File: src/rtl/pipe_stage_q.sv
// pipe_stage_q: elastic pipeline stage built on a DEPTH-entry circular queue.
//   clk        rising-edge clock
//   reset      asynchronous active-low reset
//   flush      discard all entries; overrides enqueue and dequeue
//   in_valid   upstream offers in_data
//   in_data    upstream payload
//   in_ready   stage can accept this cycle
//   out_valid  out_data holds the oldest entry
//   out_data   oldest entry, always read from storage
//   out_ready  downstream accepts this cycle
//   count      current occupancy, 0..DEPTH
module pipe_stage_q #(
  parameter int unsigned WIDTH      = 64,
  parameter int unsigned DEPTH      = 2,
  parameter int unsigned PASS_READY = 0,
  localparam int unsigned CW        = (DEPTH + 1 > 2) ? $clog2(DEPTH + 1) : 1
) (
  input  logic             clk,
  input  logic             reset,
  input  logic             flush,
  input  logic             in_valid,
  input  logic [WIDTH-1:0] in_data,
  output logic             in_ready,
  output logic             out_valid,
  output logic [WIDTH-1:0] out_data,
  input  logic             out_ready,
  output logic [CW-1:0]    count
);

  localparam int unsigned PW = (DEPTH > 1) ? $clog2(DEPTH) : 1;

  logic [WIDTH-1:0] mem [DEPTH];
  logic [PW-1:0]    wp;
  logic [PW-1:0]    rp;
  logic [CW-1:0]    cnt;
  logic             full;
  logic             enq;
  logic             deq;
  logic [PW-1:0]    wp_nxt;
  logic [PW-1:0]    rp_nxt;

  // Handshake decode; flush masks both sides so nothing transfers during it.
  always_comb begin
    full      = (cnt == CW'(DEPTH));
    out_valid = (cnt != CW'(0)) & ~flush;
    if (PASS_READY != 0) begin
      // A full queue can take a new entry into the slot being freed this cycle.
      in_ready = (~full | out_ready) & ~flush;
    end else begin
      in_ready = ~full & ~flush;
    end
    enq      = in_valid & in_ready;
    deq      = out_valid & out_ready;
    out_data = mem[rp];
    count    = cnt;
  end

  // Pointer increment with explicit wrap, so DEPTH need not be a power of two.
  always_comb begin
    wp_nxt = (wp == PW'(DEPTH - 1)) ? PW'(0) : wp + PW'(1);
    rp_nxt = (rp == PW'(DEPTH - 1)) ? PW'(0) : rp + PW'(1);
  end

  // Queue state and storage.
  always_ff @(posedge clk or negedge reset) begin
    if (!reset) begin
      wp  <= PW'(0);
      rp  <= PW'(0);
      cnt <= CW'(0);
      for (int i = 0; i < int'(DEPTH); i++) begin
        mem[i] <= WIDTH'(0);
      end
    end else if (flush) begin
      wp  <= PW'(0);
      rp  <= PW'(0);
      cnt <= CW'(0);
    end else begin
      if (enq) begin
        mem[wp] <= in_data;
        wp      <= wp_nxt;
      end
      if (deq) begin
        rp <= rp_nxt;
      end
      if (enq && !deq) begin
        cnt <= cnt + CW'(1);
      end else if (deq && !enq) begin
        cnt <= cnt - CW'(1);
      end
    end
  end

endmodule

File: config.mk
export PLATFORM = sky130hd
export DESIGN_NAME = pipe_stage_q
export DESIGN_NICKNAME = d
export VERILOG_FILES = /design/src/rtl/pipe_stage_q.sv
export SDC_FILE = /design/constraint.sdc
export NUM_CORES = 1
export LEC_CHECK = 0
export CORE_ASPECT_RATIO = 1.1
export CORE_UTILIZATION = 54
export DETAILED_ROUTE_END_ITERATION = 8
export PLACE_DENSITY = 0.89
export REMOVE_ABC_BUFFERS = 1
export SYNTH_ARGS = -nofsm -noshare
export SYNTH_HDL_FRONTEND = slang
export SYNTH_SLANG_ARGS = --single-unit
File: constraint.sdc
create_clock -name clk -period 4.7 [get_ports clk]
set_input_delay 0.47 -clock clk [delete_from_list [all_inputs] [get_ports clk]]
set_output_delay 0.47 -clock clk [all_outputs]
set_load 0.03 [all_outputs]
==> results of run 1 <==
[final cells by class]
cell class | count | share of cell area (%)
sequential | 132 | 41.4
multi-input combinational | 213 | 31.7
timing repair buffer | 142 | 17.6
clock buffer | 29 | 6.77
tap | 147 | 2.30
clock inverter | 3 | 0.188
inverter | 1 | 0.0470
[layer usage]
metal / part of all wire [%] / global-route usage, %
met1: 41 / 28.3
met2: 51 / 38.4
met3: 5.8 / 7.72
met4: 1.8 / 9.24
met5: 0 / 0
[power breakdown]
group,internal [mW],switching [mW],total (mW),leakage [nW]
sequential,1.41,0.161,1.57,1.57
clock,0.771,0.454,1.22,0.277
combinational,0.694,0.547,1.24,1.67
total,2.88,1.16,4.04,3.52
[worst max-delay path by stage]
stage	cells past startpoint	endpoint
finish	3	out_data[33]
global route	3	out_data[47]
CTS	3	out_data[6]
detailed placement	5	mem[39]
global placement	4	mem[1]
floorplan	3	mem[0]
[sequential cells by signal, summed over array words and instances (netlist names)]
signal	count
rp	1
mem	128
count	2
wp	1
[what timing repair did]
item                                    in CTS  in global routing
hold buffers                                 1                  0
endpoints found under the setup margin       0                  0
gates resized for setup                      0                  0
setup buffers                                0                  0
hold endpoints to repair                     6                  0
[logic make-up after synthesis]
family	after synthesis	share of synthesized area, %
XOR/XNOR	1	0.146
AND/OR/NAND/NOR	13	1.52
buffers and inverters	22	2.94
multiplexers	192	39.7
AO/OA/AOI/OAI	7	0.646
flip-flops	132	55.0
[cell usage in the layout (no fill, tap or decap)]
cell type	instances
nand3_1	1
mux2_2	127
nor2b_2	1
clkbuf_16	17
a21oi_1	2
mux2_1	5
clkbuf_1	5
clkbuf_8	7
clkinv_2	3
or4b_4	1
dfrtp_1	131
buf_4	6
dlygate4sd3_1	1
nor4_4	1
nand3b_1	1
xor2_1	1
or3_1	1
or4b_2	1
nand2_1	1
nor2_1	5
o21ai_0	3
a31oi_1	1
clkdlybuf4s50_1	135
inv_1	1
dfrtp_2	1
mux2_4	60
a22oi_1	1
[worst register-to-register path: cells and delay by family (launching register included)]
kind,cells,cell delay [ns]
buffers and inverters,1,0.66
multiplexers,1,0.41
AND/OR/NAND/NOR,2,0.95
flip-flops,1,0.45
==> results.toml, run 1 <==
[status]
outcome = "finished, violations left"
violations = "DRC"

[finish]
area_delta_synth_final_pct = 32.9
fin_cells = 667
multi_input_area_um2 = 2530
fin_area_um2 = 7980
final_nets = 576
seqCellArea_um2 = 3300
fillers = 694
diodes = 0
utilization_pct = 73.5
drive_gt1_share_pct = 43.3

[logic_synthesis]
yosysUniqueCellTypes = 22
ys.flop_type = "dfrtp_1"
synth.top_cells.by_count = "132 x dfrtp_1, 127 x mux2_2, 60 x mux2_4"
syn_area_um2 = 6010
synth_top_area_share_pct = 55.0
async_reset_ff_share_pct = 100
netlist_instances = 367
yosysWarnings = 0
seq_area_frac_synth_pct = 55.0
syn_avg_cell_area_um2 = 16.4
synth.most_common_cell = "dfrtp_1"
synth.largest_area_cell = "dfrtp_1"
synth_area_leaders = "dfrtp_1 55%, mux2_2 24%, mux2_4 15%"
ys_ff_latch = 132
synth_edf_count = 0

[setup_path]
path_delay_family = "buffers and inverters"
path_cells = "buf_4 > mux2_2 > clkdlybuf4s50_1"
path_max_fanout = 41
worstPathArrival_ns = 2.80
critPathBufInv = 2
crit_path_start = "rp"
critPathSlowestCell = "dfrtp_2"
r2r-start = "count[1]"
reg2reg_slack_ns = 2.12
r2r_cells = 4
end_kind = "output port"
worstPathRequired_ns = 4.23
start_kind = "flop"
reg2reg_to = "mem[1]"
crit_type = "reg -> out"
slowest_delay_ns = 0.75

[route]
ant_nets = 0
wl_per_cell_um = 18.9
drt_iter0_drc = 123
post_drt_via_cell_ratio = 5.30
wl_um = 12600
first_pass_iters = 6
vias = 3537
drcViolationCount = 1

[min_path]
hp-class = "in -> async"

[global_route]
grt_overflow = 0
grt_antenna_before_repair = 0
grt_max_degree = 87
gr-usage-all-layers_pct = 23.4
grt_pass1_vias = 3924
grt_pass1_wl_um = 20200

[timing]
tightest_slew_ns = 1.07
setup-tns-final_ns = 0
finClkSkew_ns = 0.00372
whs_ns = 0.408
clock.fmax_mhz = 306
grt_setup_unrepaired = "no"
finalSetupViolations = 0
slew_headroom_pct = 28.4
period_share_pct = 69.5
maxSlewViolCount = 0
fin_crit_ns = 3.27
fin_ws_ns = 1.43
finalHoldViolCount = 0

[floorplanning]
rows = 40
die_area_um2 = 11500
ios = 137
core_area_um2 = 10900
start_util_pct = 55.3
die_w_um = 103
die_y_um = 113

[clock_network]
clk_pin_slew_ns = 0.05
cts_made_buffers = 17
cts_tree = "built"
clock_sink_count = 132
root_buffer = "clkbuf_16"
cts_buffer_depth = 2
h-tree-depth = 4
clk_latency_ns = 0.41

[place]
dpl_cell_area_um2 = 7420
placed_cells = 634
numPortBuffers = 136
routabilityCongestion = 0.728
pre_cts_ws_ns = 1.74
dp_hpwl_um = 7980

[power_and_ir_drop]
power_mw = 4.04
power_density_nw_per_um2 = 506
ir_drop_uv = 265
leakagePower_nw = 3.52

[run]
drv_cap = 0
No activity file was read; power rests on OpenSTA's default activity.
==> inputs of run 2 (changes only) <==
--- a/config.mk
+++ b/config.mk
@@ -6,9 +6,9 @@
 export NUM_CORES = 1
 export LEC_CHECK = 0
 export CORE_ASPECT_RATIO = 1.1
-export CORE_UTILIZATION = 54
+export CORE_UTILIZATION = 50
 export DETAILED_ROUTE_END_ITERATION = 8
-export PLACE_DENSITY = 0.89
+export PLACE_DENSITY = 0.84
 export REMOVE_ABC_BUFFERS = 1
 export SYNTH_ARGS = -nofsm -noshare
 export SYNTH_HDL_FRONTEND = slang
==> constraint.sdc (replaced) <==
create_clock -name clk -period 3.38 [get_ports clk]
set_input_delay 0.338 -clock clk [delete_from_list [all_inputs] [get_ports clk]]
set_output_delay 0.338 -clock clk [all_outputs]
set_load 0.03 [all_outputs]
==> run 2 against run 1 <==
The run now ends clean. Global-route usage fell by 2.2 points. Sequential share of layout area is 0.20 points lower. Die area is 7.9% higher. Critical endpoint is now out_data[19]. Cell count rose by 0.45%.
==> results.toml, run 2 (same netlist as run 1, synthesis figures left out) <==
[finish]
final_common_cell = "clkdlybuf4s50_1"
utilization_pct = 69.2
seqCellArea_um2 = 3300
top_register = "mem"
area_delta_synth_final_pct = 33.6
final_nets = 576
fin_cells = 670
multi_input_area_um2 = 2530
layout_common_cells = "135 x clkdlybuf4s50_1, 131 x dfrtp_1, 127 x mux2_2, 60 x mux2_4, 17 x clkbuf_16"
drive_gt1_share_pct = 43.5
largest_reg_flops = 128
diodes = 0
fin_area_um2 = 8020
fillers = 812

[timing]
setup-tns-final_ns = 0
slew_headroom_pct = 43.7
maxSlewViolCount = 0
finalHoldViolCount = 0
finClkSkew_ns = 0.00709
fin_crit_ns = 2.78
fin_ws_ns = 0.602
tightest_slew_ns = 0.845
period_share_pct = 82.2
finalSetupViolations = 0
grt_setup_unrepaired = "no"
clock.fmax_mhz = 360

[route]
drt_iter0_drc = 141
ant_nets = 0
vias = 3528
post_drt_via_cell_ratio = 5.27
wl_per_cell_um = 18.2
drcViolationCount = 0
first_pass_iters = 4
wl_um = 12200

[global_route]
grt_antenna_before_repair = 0
gr-usage-all-layers_pct = 21.2
grt_max_degree = 68
grt_pass1_wl_um = 19900
grt_overflow = 0
grt_pass1_vias = 3997

[floorplanning]
rows = 41
die_y_um = 117
core_area_um2 = 11600
die_area_um2 = 12500
start_util_pct = 51.8
ios = 137
die_w_um = 106

[setup_path]
worstPathArrival_ns = 2.44
crit_type = "reg -> out"
worstPathRequired_ns = 3.04
start_kind = "flop"
path_max_fanout = 33
end_kind = "output port"

[clock_network]
cts_tree = "built"
cts_made_buffers = 17
root_buffer = "clkbuf_16"
cts_buffer_depth = 2
postCtsSetupBuffers = 0
clk_pin_slew_ns = 0.05
clock_sink_count = 132
cts_resized = 0
ctsHoldBuffers = 0
h-tree-depth = 4
clk_latency_ns = 0.42

[power_and_ir_drop]
ir_drop_uv = 439
leakagePower_nw = 3.54
power_density_nw_per_um2 = 700

[run]
drv_cap = 0

[place]
placed_cells = 638
numPortBuffers = 136
routabilityCongestion = 0.723
dpl_cell_area_um2 = 7470
dp_hpwl_um = 7740
pre_cts_ws_ns = 1.03

[min_path]
hp-class = "in -> async"

[status]
outcome = "complete, no violations"
run 2: cell types whose count changed in the layout (fill, tap and decap cells not counted), sizes merged:
cell,change
dlygate4sd3,-1
buf,+1
run 2: critical path, stage by stage (launching register included):
cell	delay, ns
dfrtp_2	0.70
buf_12	0.29
mux2_2	0.38
clkdlybuf4s50_1	0.62
run 2: final timing paths:
check	slack, ns	end	startpoint	depth (start not counted)
max	0.60	out_data[19]	rp	3
min	0.02	mem[29]	reset	1
max reg2reg	1.42	mem[29]	count[1]	4
min reg2reg	0.49	mem[94]	mem[94]	1
max in group asynchronous	2.49	rp	reset	2
min in group clk	0.49	mem[94]	mem[94]	1
run 2: cell type report:
cell class / count / area share, %
flip-flops and latches: 132 / 41.2
clock inverters: 3 / 0.187
clock buffers: 29 / 6.74
inverters: 1 / 0.0468
multi-input cells: 213 / 31.5
well taps: 150 / 2.34
repair buffers: 142 / 18.0
run 2: per-stage QoR:
stage / power [mW] / hold slack (ns)
detailed placement: 3.92 / 0.479
finish: 5.61 / 0.0198
global placement: 3.86 / 0.464
CTS: 5.67 / 0.0453
global route: 5.87 / 0.0774
floorplan: 3.29 / 0.0424
run 2: per-layer routing:
layer	part of all wire [%]	track usage, %	wire length (um)	up-vias
li1	-	-	-	1606
met1	43	25.2	5240	1808
met2	50	35.9	6140	96
met3	4.7	6.09	570	18
met4	2.0	10.0	244	0
met5	0	0	0	-
run 2: power by group:
group	leakage [nW]	internal (mW)	switching (mW)	total, mW
Clock	0.277	1.07	0.637	1.71
Combinational	1.68	0.970	0.760	1.73
Sequential	1.57	1.96	0.212	2.18
==> edit 1, RTL diff (settings of run 2) <==
Register the output `count`; this adds one clock of latency there. The other outputs are not delayed to match.
--- a/src/rtl/pipe_stage_q.sv
+++ b/src/rtl/pipe_stage_q.sv
@@ -29,6 +29,8 @@
 
   localparam int unsigned PW = (DEPTH > 1) ? $clog2(DEPTH) : 1;
 
+  logic [CW-1:0] count_d;
+
   logic [WIDTH-1:0] mem [DEPTH];
   logic [PW-1:0]    wp;
   logic [PW-1:0]    rp;
@@ -52,7 +54,7 @@
     enq      = in_valid & in_ready;
     deq      = out_valid & out_ready;
     out_data = mem[rp];
-    count    = cnt;
+    count_d  = cnt;
   end
 
   // Pointer increment with explicit wrap, so DEPTH need not be a power of two.
@@ -90,5 +92,9 @@
     end
   end
 
+  always_ff @(posedge clk) begin
+    count <= count_d;
+  end
+
 endmodule
 
Formal check against the unedited RTL: not equivalent (Yosys sat finds a counterexample within 4 cycles, from zero or initial values and one cycle with reset low).
==> edit 1 against run 2 <==
The flow now finishes with violations (negative hold slack). Clock power is 20% higher. Sequential cell count is 2 higher. Wire length is 2.8% higher. Critical endpoint is now out_data[41]. Design area is 1.9% higher. Area after synthesis is 0.67% higher. Total power is 6.8% higher. Worst setup slack worse by 100 ps. Die area is 0.66% higher. Combinational power hardly changed.
==> edit 1: results <==
[routing]
vias = 3533
wl_met3_um = 639
routed-wl-met2_um = 6270
drt_iter0_markers = 152
wl_met1_um = 5380

[power_and_ir_drop]
switching_power_uw = 1670
pwr-share-seq_pct = 36.8

[global_routing]
grt_pass1_wl_um = 20500
grt_pass1_vias = 3912
grt_usage_pct = 21.4

[final_layout]
fin_nets = 579
layout-drive-gt1-share_pct = 44.4

[synthesis]
async_flop_share_pct = 98.5
synth_seq_area_share_pct = 55.3
synthMuxAreaShare_pct = 39.5
synthTopCellsByArea = dfrtp_1 55%, mux2_2 24%, mux2_4 15%
synth_cell_types = 23
synth_xor_area_share_pct = 0.145
synth_compound_area_share_pct = 0.642

[outcome]
outcome = finished, violations left
violations = negative hold slack

[place]
dpl_worst_slack_ps = 733
placed_area_sq_um = 7510
hpwl_um = 7970

[worst_setup_path]
endpoint = out_data[41]
r2r-start = cnt[1]
critical_path.max_fanout = 32
reg2reg_slack_ps = 1110

[timing]
holdWs_ps = -9.93
worst_pin_slew_ps = 774
post-route-period-util_pct = 85.1
hold_violations = 5
==> edit 1: logic make-up after synthesis <==
family,after synthesis
compound gates,7
xor+xnor,1
buf+inv,22
flops,134
mux,192
simple gates,13
==> edit 1: through the flow <==
stage / utilization, % / cells / setup TNS, ps / power [uW]
2_1_floorplan: - / 348 / -312 / 3320
3_3_place_gp: 64.5 / 641 / 0 / 3880
3_5_place_dp: 64.5 / 641 / 0 / 3950
4_1_cts: 70.2 / 673 / 0 / 6050
5_1_grt: 70.2 / 673 / 0 / 6240
6_report: 70.2 / 673 / 0 / 6000
==> edit 1: per-layer routing <==
layer / vias to the layer above / track usage (%)
li1: 1603 / -
met1: 1817 / 26.2
met2: 96 / 35.4
met3: 17 / 6.17
met4: 0 / 8.56
met5: - / 0
==> edit 1: layout make-up <==
type	instances	share of cell area (%)
clock buffer	20	5.71
clock inverter	12	2.42
inverter	1	0.0459
multi-input combinational	213	30.9
sequential	134	40.9
tap	150	2.29
timing repair buffer	143	17.7
==> edit 2, RTL diff (flow settings as in run 2) <==
Made on the original files. Set the parameter `WIDTH` to 56 (it was 64).
--- a/src/rtl/pipe_stage_q.sv
+++ b/src/rtl/pipe_stage_q.sv
@@ -10,7 +10,7 @@
 //   out_ready  downstream accepts this cycle
 //   count      current occupancy, 0..DEPTH
 module pipe_stage_q #(
-  parameter int unsigned WIDTH      = 64,
+  parameter int unsigned WIDTH      = 56,
   parameter int unsigned DEPTH      = 2,
   parameter int unsigned PASS_READY = 0,
   localparam int unsigned CW        = (DEPTH + 1 > 2) ? $clog2(DEPTH + 1) : 1
Ports: changed (resized in_data and out_data); port bits go from 137 to 121. No check against the original RTL was run, so the function may have changed too.
==> edit 2 against run 2 <==
Wire length fell by 14%. Highest routed layer unchanged. Sequential cell count fell by 16. Total power fell by 7.9%. Die area fell by 13%. Non-clock buffer count fell by 16. Area after synthesis fell by 14%. Design area fell by 12%. Worst hold slack improved by 390 ps. Via count fell by 11%. Largest cell class unchanged. Critical endpoint is now out_data[16]. Worst setup slack improved by 130 ps.
==> edit 2: results <==
[outcome]
outcome = finished, final reports clean

[routing]
drtPass1Iterations = 6
wl_met1_um = 4570
routed-wl-met2_um = 5210
wl_met3_um = 528
vias_per_cell = 5.38
drt_iter0_markers = 57
wl_per_cell_um = 17.9

[place]
placed_area_sq_um = 6480
dp.cells = 551
dpl_worst_slack_ps = 822
hpwl_um = 6490
io_buffers = 120

[worst_setup_path]
cp_slowest_cell = clkdlybuf4s50_1
arrival_ps = 2310
cp_slowest_stage_delay_ps = 620

[final_layout]
fin_cells = 584
fin_nets = 512
layout-drive-gt1-share_pct = 45.0

[power_and_ir_drop]
max-vdd-ir-drop_uv = 326
p_int_uw = 3730
total_power_uw = 5170
p_comb_share_pct = 28.8

[synthesis]
yosys-top-cells-count = 128 x mux2_2, 116 x dfrtp_1, 40 x mux2_4
async_flop_share_pct = 100
synthTopCellsByArea = dfrtp_1 56%, mux2_2 28%, mux2_4 12%
syn_avg_cell_area_sq_um = 16.0
synth_seq_area_share_pct = 55.9

[cts]
clkLatencyLatePin_ps = 510
postCtsSetupRepairBufs = 0
cts-root-buf = clkbuf_8
ctsHoldBuffers = 1

[global_routing]
grt_antenna_before_repair = 0
grt_pass1_wl_um = 16700
grt_pass1_vias = 3360
globalRouteMet3Util_pct = 5.96
grtUsageMet2_pct = 34.6
met1_usage_pct = 25.1

[timing]
slew_headroom_pct = 31.5
==> edit 2: cells by family (layout without fill, tap and decap cells) <==
group	count (synthesis)	in the layout	share of synthesized area, %
flip-flops	116	116	55.9
buffers and inverters	20	159	2.34
XOR/XNOR	1	1	0.169
AO/OA/AOI/OAI	7	7	0.747
AND/OR/NAND/NOR	13	13	1.47
multiplexers	168	168	39.3
==> edit 2: worst paths after layout <==
check | cells after the start | end | slack [ps]
setup / recovery | 3 | out_data[16] | 730
hold / removal | 2 | mem[54] | 410
setup reg to reg | 3 | mem[10] | 1170
hold reg to reg | 1 | mem[71] | 500
max in group asynchronous | 3 | rp | 2180
min in group clk | 2 | mem[24] | 460
==> edit 2: final cells by class <==
type / instances / area [sq um]
multi-input cells: 189 / 2180
well taps: 120 / 150
clock buffers: 22 / 463
clock inverters: 10 / 129
flip-flops and latches: 116 / 2900
fillers: 693 / 2900
repair buffers: 126 / 1260
inverters: 1 / 3.75
